**src/rtl/ddr3_burst_engine.sv**
```systemverilog
// DDRAM traffic engine: back-to-back read/write bursts with a programmable gap,
// a seed-based write pattern, and read-back verification in alternate mode.
module ddr3_burst_engine #(
  parameter int unsigned       ADDR_W    = 29,
  parameter int unsigned       DATA_W    = 64,
  parameter int unsigned       BURST_LEN = 128,
  parameter logic [ADDR_W-1:0] BASE_ADDR = ADDR_W'(29'h2400000),
  parameter int unsigned       GAP_W     = 10
) (
  input  logic                  clk,
  input  logic                  reset_n,
  input  logic                  start,
  input  logic [1:0]            mode,
  input  logic [GAP_W-1:0]      gap,
  input  logic                  stop_safe,
  input  logic                  abort,
  input  logic [DATA_W-1:0]     seed,
  input  logic                  ddram_busy,
  output logic [7:0]            ddram_burstcnt,
  output logic [ADDR_W-1:0]     ddram_addr,
  input  logic [DATA_W-1:0]     ddram_dout,
  input  logic                  ddram_dout_ready,
  output logic                  ddram_rd,
  output logic [DATA_W-1:0]     ddram_din,
  output logic [DATA_W/8-1:0]   ddram_be,
  output logic                  ddram_we,
  output logic                  active,
  output logic                  stopped,
  output logic [31:0]           burst_count,
  output logic [15:0]           err_count,
  output logic [7:0]            first_err_beat
);

  localparam int unsigned BE_W      = DATA_W / 8;
  localparam logic [7:0]  LAST_BEAT = 8'(BURST_LEN - 1);
  localparam logic [7:0]  BURSTCNT  = 8'(BURST_LEN);
  localparam logic [1:0]  MODE_WR   = 2'd1;
  localparam logic [1:0]  MODE_ALT  = 2'd2;

  typedef enum logic [2:0] {
    S_IDLE, S_GAP, S_RD_REQ, S_RD_DATA, S_WR_DATA, S_STOPPED
  } state_t;

  state_t              r_state;
  logic [1:0]          r_mode;
  logic [GAP_W-1:0]    r_gap_cnt;
  logic [7:0]          r_beat;
  logic                r_alt_wr;
  logic                r_drain;
  logic                r_err_seen;
  logic                r_rd;
  logic                r_we;
  logic [7:0]          r_burstcnt;
  logic [ADDR_W-1:0]   r_addr;
  logic [DATA_W-1:0]   r_din;
  logic [BE_W-1:0]     r_be;
  logic                r_active;
  logic                r_stopped;
  logic [31:0]         r_burst_count;
  logic [15:0]         r_err_count;
  logic [7:0]          r_first_err_beat;

  logic                w_next_wr;
  logic                w_last;
  logic                w_drain;
  logic [DATA_W-1:0]   w_pattern;
  logic [DATA_W-1:0]   w_pattern_nxt;
  logic                w_mismatch;
  logic [15:0]         w_err_inc;

  assign w_next_wr     = (r_mode == MODE_WR) || ((r_mode == MODE_ALT) && r_alt_wr);
  assign w_last        = (r_beat == LAST_BEAT);
  assign w_drain       = r_drain || abort;
  assign w_pattern     = seed + DATA_W'(r_beat);
  assign w_pattern_nxt = w_pattern + DATA_W'(1);
  assign w_mismatch    = (ddram_dout != w_pattern);
  assign w_err_inc     = (r_err_count == 16'hFFFF) ? r_err_count : r_err_count + 16'd1;

  // NOTE: reset is synchronous, so it sits inside the clocked block and wins over every branch below.
  always_ff @(posedge clk) begin
    if (!reset_n) begin
      r_state          <= S_IDLE;
      r_mode           <= '0;
      r_gap_cnt        <= '0;
      r_beat           <= '0;
      r_alt_wr         <= 1'b0;
      r_drain          <= 1'b0;
      r_err_seen       <= 1'b0;
      r_rd             <= 1'b0;
      r_we             <= 1'b0;
      r_burstcnt       <= '0;
      r_addr           <= '0;
      r_din            <= '0;
      r_be             <= '0;
      r_active         <= 1'b0;
      r_stopped        <= 1'b0;
      r_burst_count    <= '0;
      r_err_count      <= '0;
      r_first_err_beat <= '0;
    end else begin
      case (r_state)
        S_IDLE, S_STOPPED: begin
          if (start) begin
            r_state          <= S_GAP;
            r_gap_cnt        <= '0;
            r_mode           <= mode;
            r_alt_wr         <= 1'b1;
            r_burst_count    <= '0;
            r_err_count      <= '0;
            r_first_err_beat <= '0;
            r_err_seen       <= 1'b0;
            r_active         <= 1'b1;
            r_stopped        <= 1'b0;
          end
        end

        S_GAP: begin
          if (abort) begin
            r_state   <= S_STOPPED;
            r_active  <= 1'b0;
            r_stopped <= 1'b1;
          end else if (r_gap_cnt >= gap) begin
            r_beat     <= '0;
            r_burstcnt <= BURSTCNT;
            r_addr     <= BASE_ADDR;
            if (r_mode == MODE_ALT) r_alt_wr <= ~r_alt_wr;
            if (w_next_wr) begin
              r_state <= S_WR_DATA;
              r_we    <= 1'b1;
              r_be    <= '1;
              r_din   <= seed;
            end else begin
              r_state <= S_RD_REQ;
              r_rd    <= 1'b1;
            end
          end else begin
            r_gap_cnt <= r_gap_cnt + GAP_W'(1);
          end
        end

        S_RD_REQ: begin
          if (abort) begin
            r_rd      <= 1'b0;
            r_state   <= S_STOPPED;
            r_active  <= 1'b0;
            r_stopped <= 1'b1;
          end else if (!ddram_busy) begin
            r_rd    <= 1'b0;
            r_state <= S_RD_DATA;
            r_beat  <= '0;
            r_drain <= 1'b0;
          end
        end

        S_RD_DATA: begin
          // NOTE: the later r_drain clear on the final beat overrides this set; last non-blocking write wins.
          if (abort) r_drain <= 1'b1;
          if (ddram_dout_ready) begin
            r_beat <= r_beat + 8'd1;
            if (!w_drain && (r_mode == MODE_ALT) && w_mismatch) begin
              r_err_count <= w_err_inc;
              if (!r_err_seen) begin
                r_err_seen       <= 1'b1;
                r_first_err_beat <= r_beat;
              end
            end
            if (w_last) begin
              r_drain <= 1'b0;
              if (w_drain || stop_safe) begin
                r_state   <= S_STOPPED;
                r_active  <= 1'b0;
                r_stopped <= 1'b1;
              end else begin
                r_state   <= S_GAP;
                r_gap_cnt <= '0;
              end
              if (!w_drain) r_burst_count <= r_burst_count + 32'd1;
            end
          end
        end

        S_WR_DATA: begin
          if (abort) begin
            r_we      <= 1'b0;
            r_be      <= '0;
            r_state   <= S_STOPPED;
            r_active  <= 1'b0;
            r_stopped <= 1'b1;
          end else if (!ddram_busy) begin
            if (w_last) begin
              r_we          <= 1'b0;
              r_be          <= '0;
              r_burst_count <= r_burst_count + 32'd1;
              if (stop_safe) begin
                r_state   <= S_STOPPED;
                r_active  <= 1'b0;
                r_stopped <= 1'b1;
              end else begin
                r_state   <= S_GAP;
                r_gap_cnt <= '0;
              end
            end else begin
              r_beat <= r_beat + 8'd1;
              r_din  <= w_pattern_nxt;
            end
          end
        end

        default: r_state <= S_IDLE;
      endcase
    end
  end

  assign ddram_rd       = r_rd;
  assign ddram_we       = r_we;
  assign ddram_burstcnt = r_burstcnt;
  assign ddram_addr     = r_addr;
  assign ddram_din      = r_din;
  assign ddram_be       = r_be;
  assign active         = r_active;
  assign stopped        = r_stopped;
  assign burst_count    = r_burst_count;
  assign err_count      = r_err_count;
  assign first_err_beat = r_first_err_beat;

endmodule
```
**config.mk**
```make
export PLATFORM = sky130hd
export DESIGN_NAME = ddr3_burst_engine
export DESIGN_NICKNAME = d
export VERILOG_FILES = /design/src/rtl/ddr3_burst_engine.sv
export SDC_FILE = /design/constraint.sdc
export NUM_CORES = 1
export LEC_CHECK = 0
export BUFFER_PORTS_ARGS = -buffer_cell sky130_fd_sc_hd__buf_2
export CAP_MARGIN = 0
export CORE_UTILIZATION = 40
export CTS_CLUSTER_SIZE = 12
export DETAILED_ROUTE_END_ITERATION = 7
export GPL_TIMING_DRIVEN = 0
export MAX_ROUTING_LAYER = met4
export PLACE_DENSITY_LB_ADDON = 0.12
export SLEW_MARGIN = 20
export SYNTH_ARGS = -nofsm -noshare
export SYNTH_HDL_FRONTEND = slang
export SYNTH_SLANG_ARGS = --single-unit
export TNS_END_PERCENT = 100
```
**constraint.sdc**
```tcl
create_clock -name clk -period 5.7 [get_ports clk]
set_input_delay 1.14 -clock clk [delete_from_list [all_inputs] [get_ports clk]]
set_output_delay 1.14 -clock clk [all_outputs]
set_load 0.03 [all_outputs]
```
==> results.json <==
{
  "fin_crit_sh": 0.983,
  "cpMostUsedCell": "clkbuf_4",
  "clockRootBuffer": "clkbuf_16",
  "finalSetupTns_ps": 0,
  "fmaxAchievable_mhz": 178,
  "die-area_um2": 32900,
  "dr.first_iter.drc_count": 1475,
  "max_slew_margin": 0.315,
  "reg2reg_depth": 17,
  "drive_above_1_share": 0.207,
  "cp-start-kind": "input pin",
  "tightest_slew_ps": 1020,
  "powerDensity_nw_per_um2": 275,
  "start_util": 0.407,
  "path_max_fanout": 10,
  "synth.area.top_cells": "dfxtp_1 (23%), xnor2_1 (6.5%), nor2_1 (5.8%), xor2_1 (5.0%), a21oi_1 (4.1%)",
  "yosys.cell_types.count": 90,
  "post_drt_wl_per_cell_um": 24.1,
  "worstReg2RegEnd": "ddram_din[52]",
  "viasPerCell": 6.05,
  "die_h_um": 181,
  "place_area_um2": 14800,
  "utilization": 0.500,
  "cp.required_ps": 6060,
  "async_flop_share": 0,
  "overflow": 0,
  "stdcell_area_um2": 15800,
  "critPathCaptureType": "register",
  "die_w_um": 181,
  "synth-edff-count": 0,
  "clk_pin_slew_ps": 70,
  "grt_max_degree": 17,
  "dp_hpwl_um": 48100,
  "finalHoldViolCount": 0,
  "max-cap-violations": 0,
  "r2r_slack_ps": 340,
  "r2r_start": "r_beat[0]",
  "track_usage": 0.368,
  "ys_seq_area_frac": 0.235,
  "yosysMostFrequentCell": "nor2_1",
  "rows": 65,
  "dpl.cell_count": 2461,
  "cp.arrival_ps": 5970,
  "cts_htree_levels": 4,
  "status": "finished clean",
  "nets": 2256,
  "worstPathCellList": "buf_2, ha_1, inv_1, fa_1, nor2b_1, o31ai_4, a21o_2, clkbuf_4, clkbuf_4, nor2_2, nand4_1, a21o_1, nor4_2, buf_4, nand3_1, or4_1, xnor2_1, a211oi_1",
  "fin_ws_ps": 94.4,
  "worstHoldEndpoint": "ddram_din[3]",
  "min_period_ps": 5610,
  "crit_family": "simple AND/OR/NAND/NOR gates",
  "ys.flop_type": "dfxtp_1",
  "hold_ws_ps": 461,
  "worst-path-buf-inv": 5,
  "min_path_type": "reg2reg",
  "gp_congestion": 1.03,
  "clock_skew_ps": 15.9,
  "cts.sinks": 151,
  "synth_seq_cells": 151,
  "vias": 15100,
  "syn_to_final_growth_pct": 22.9,
  "max_stage_delay_ps": 590,
  "post-route-drc-count": 0,
  "synth_area_per_cell_um2": 7.26,
  "power_mw": 4.35,
  "synth_top_area_share": 0.235,
  "syn_area_um2": 12900,
  "cp_slowest_cell": "or4_1",
  "nFillCells": 3291,
  "setup_viol": 0,
  "port_buffers": 250,
  "vdd_ir_drop_max_mv": 0.219,
  "io_pins": 316,
  "leakage_nw": 6.13,
  "synth_cells": 1773,
  "postCtsHoldBufs": 0,
  "path_class": "in2reg",
  "cts_tree": "yes",
  "clockBufferDepth": 2,
  "clock_latency_ps": 460,
  "antenna_found_initial": 0,
  "cts_buffers": 17,
  "grt_pass1_vias": 13900,
  "yosys_warnings": 0,
  "holdPathStages": 2,
  "core_area_um2": 31600,
  "synth_common_cells": "nor2_1 (198), dfxtp_1 (151), nand2_1 (132)",
  "ant_nets": 0,
  "yosysTopAreaCell": "dfxtp_1",
  "hp-start": "ddram_din[3]",
  "dp_slack_ps": -2530,
  "drv_slew": 0,
  "dr.pass1.iters": 6,
  "finalWirelength_um": 60300,
  "grt_pass1_wl_um": 87700,
  "final_cells": 2501
}
-- per-layer routing --
| metal | share of wire | wire length [um] | track usage | vias up |
|---|---|---|---|---|
| met4 | 0.042 | 2530 | 0.156 | 0 |
| met2 | 0.46 | 27500 | 0.584 | 791 |
| met1 | 0.42 | 25600 | 0.464 | 7165 |
| li1 | - | - | - | 7036 |
| met3 | 0.078 | 4690 | 0.0560 | 136 |
| met5 | 0 | 0 | - | - |
-- layout by cell type (no fill, tap or decap), types with 9 or more instances in the layout --
master | Yosys | routed
a211oi_1 | 26 | 26
a21o_1 | 13 | 12
a21oi_1 | 105 | 102
a31oi_1 | 16 | 16
and2_1 | 28 | 28
and3_1 | 42 | 42
and4_1 | 13 | 13
buf_2 | 13 | 265
buf_4 | 46 | 57
clkbuf_1 | 94 | 86
clkbuf_16 | 0 | 17
conb_1 | 1 | 34
dfxtp_1 | 151 | 151
ha_1 | 23 | 23
inv_1 | 38 | 38
mux2i_1 | 20 | 20
nand2_1 | 132 | 132
nand2b_1 | 16 | 16
nand3_1 | 89 | 89
nand4_1 | 48 | 48
nand4b_1 | 9 | 9
nor2_1 | 198 | 196
nor2b_1 | 13 | 12
nor3_1 | 55 | 50
nor3b_1 | 11 | 11
nor4_1 | 35 | 22
nor4_2 | 0 | 9
o211ai_1 | 23 | 23
o21a_1 | 21 | 21
o21ai_0 | 92 | 92
or2_2 | 10 | 10
or3_1 | 34 | 34
or4_1 | 17 | 17
xnor2_1 | 95 | 93
xor2_1 | 74 | 74
-- state kept, by name, indices dropped and copies added, names as in the netlist, 2 cells and up --
name,flops
ddram_din,64
r_gap_cnt,10
r_beat,8
first_err_beat,8
err_count,16
burst_count,32
r_state,3
r_mode,2
-- power by group --
group	internal, mW	switching, mW
Sequential	1.20	0.105
Combinational	0.510	1.28
Clock	0.737	0.516
Total	2.45	1.90
-- worst min-delay path, stage by stage (launching register included) --
cell and delay, ps:
dfxtp_1 310, nand2_1 50, a21oi_1 50
-- final cells by class --
cell class / instances / area, um2 / share of cell area
inverters: 39 / 146 / 0.00925
clock buffers: 18 / 429 / 0.0271
diodes: 1 / 2.50 / 0.000158
clock inverters: 14 / 196 / 0.0124
plain buffers: 162 / 831 / 0.0525
well taps: 402 / 503 / 0.0318
flip-flops and latches: 151 / 3020 / 0.191
repair buffers: 260 / 1320 / 0.0837
multi-input cells: 1454 / 9370 / 0.592
-- what timing repair did --
item,CTS,global route
pin swaps,1,2
endpoints found under the setup margin,68,38
gates resized for setup,42,32
gates cloned,0,0
buffers inserted,3,4
-- worst max-delay path by stage --
stage          startpoint           endpoint  cells after the start
6_report          seed[0]      ddram_din[52]                     18
3_3_place_gp      seed[0]       err_count[5]                     18
3_5_place_dp      seed[0]      err_count[15]                     18
5_1_grt           seed[0]  first_err_beat[1]                     19
2_1_floorplan     seed[6]      ddram_din[52]                     14
4_1_cts           seed[7]      err_count[15]                     17
-- kinds of logic after synthesis --
| family | after synthesis | synth area share |
|---|---|---|
| adders and majority gates | 24 | 0.0239 |
| other | 1 | 0.000291 |
| AOI/OAI and AO/OA | 420 | 0.214 |
| muxes | 21 | 0.0164 |
| and+or+nand+nor | 785 | 0.320 |
| DFF | 151 | 0.235 |
| buffers and inverters | 201 | 0.0739 |
| xor gates and xnor gates | 170 | 0.117 |
Note: power is estimated with default switching activity, not from simulation.
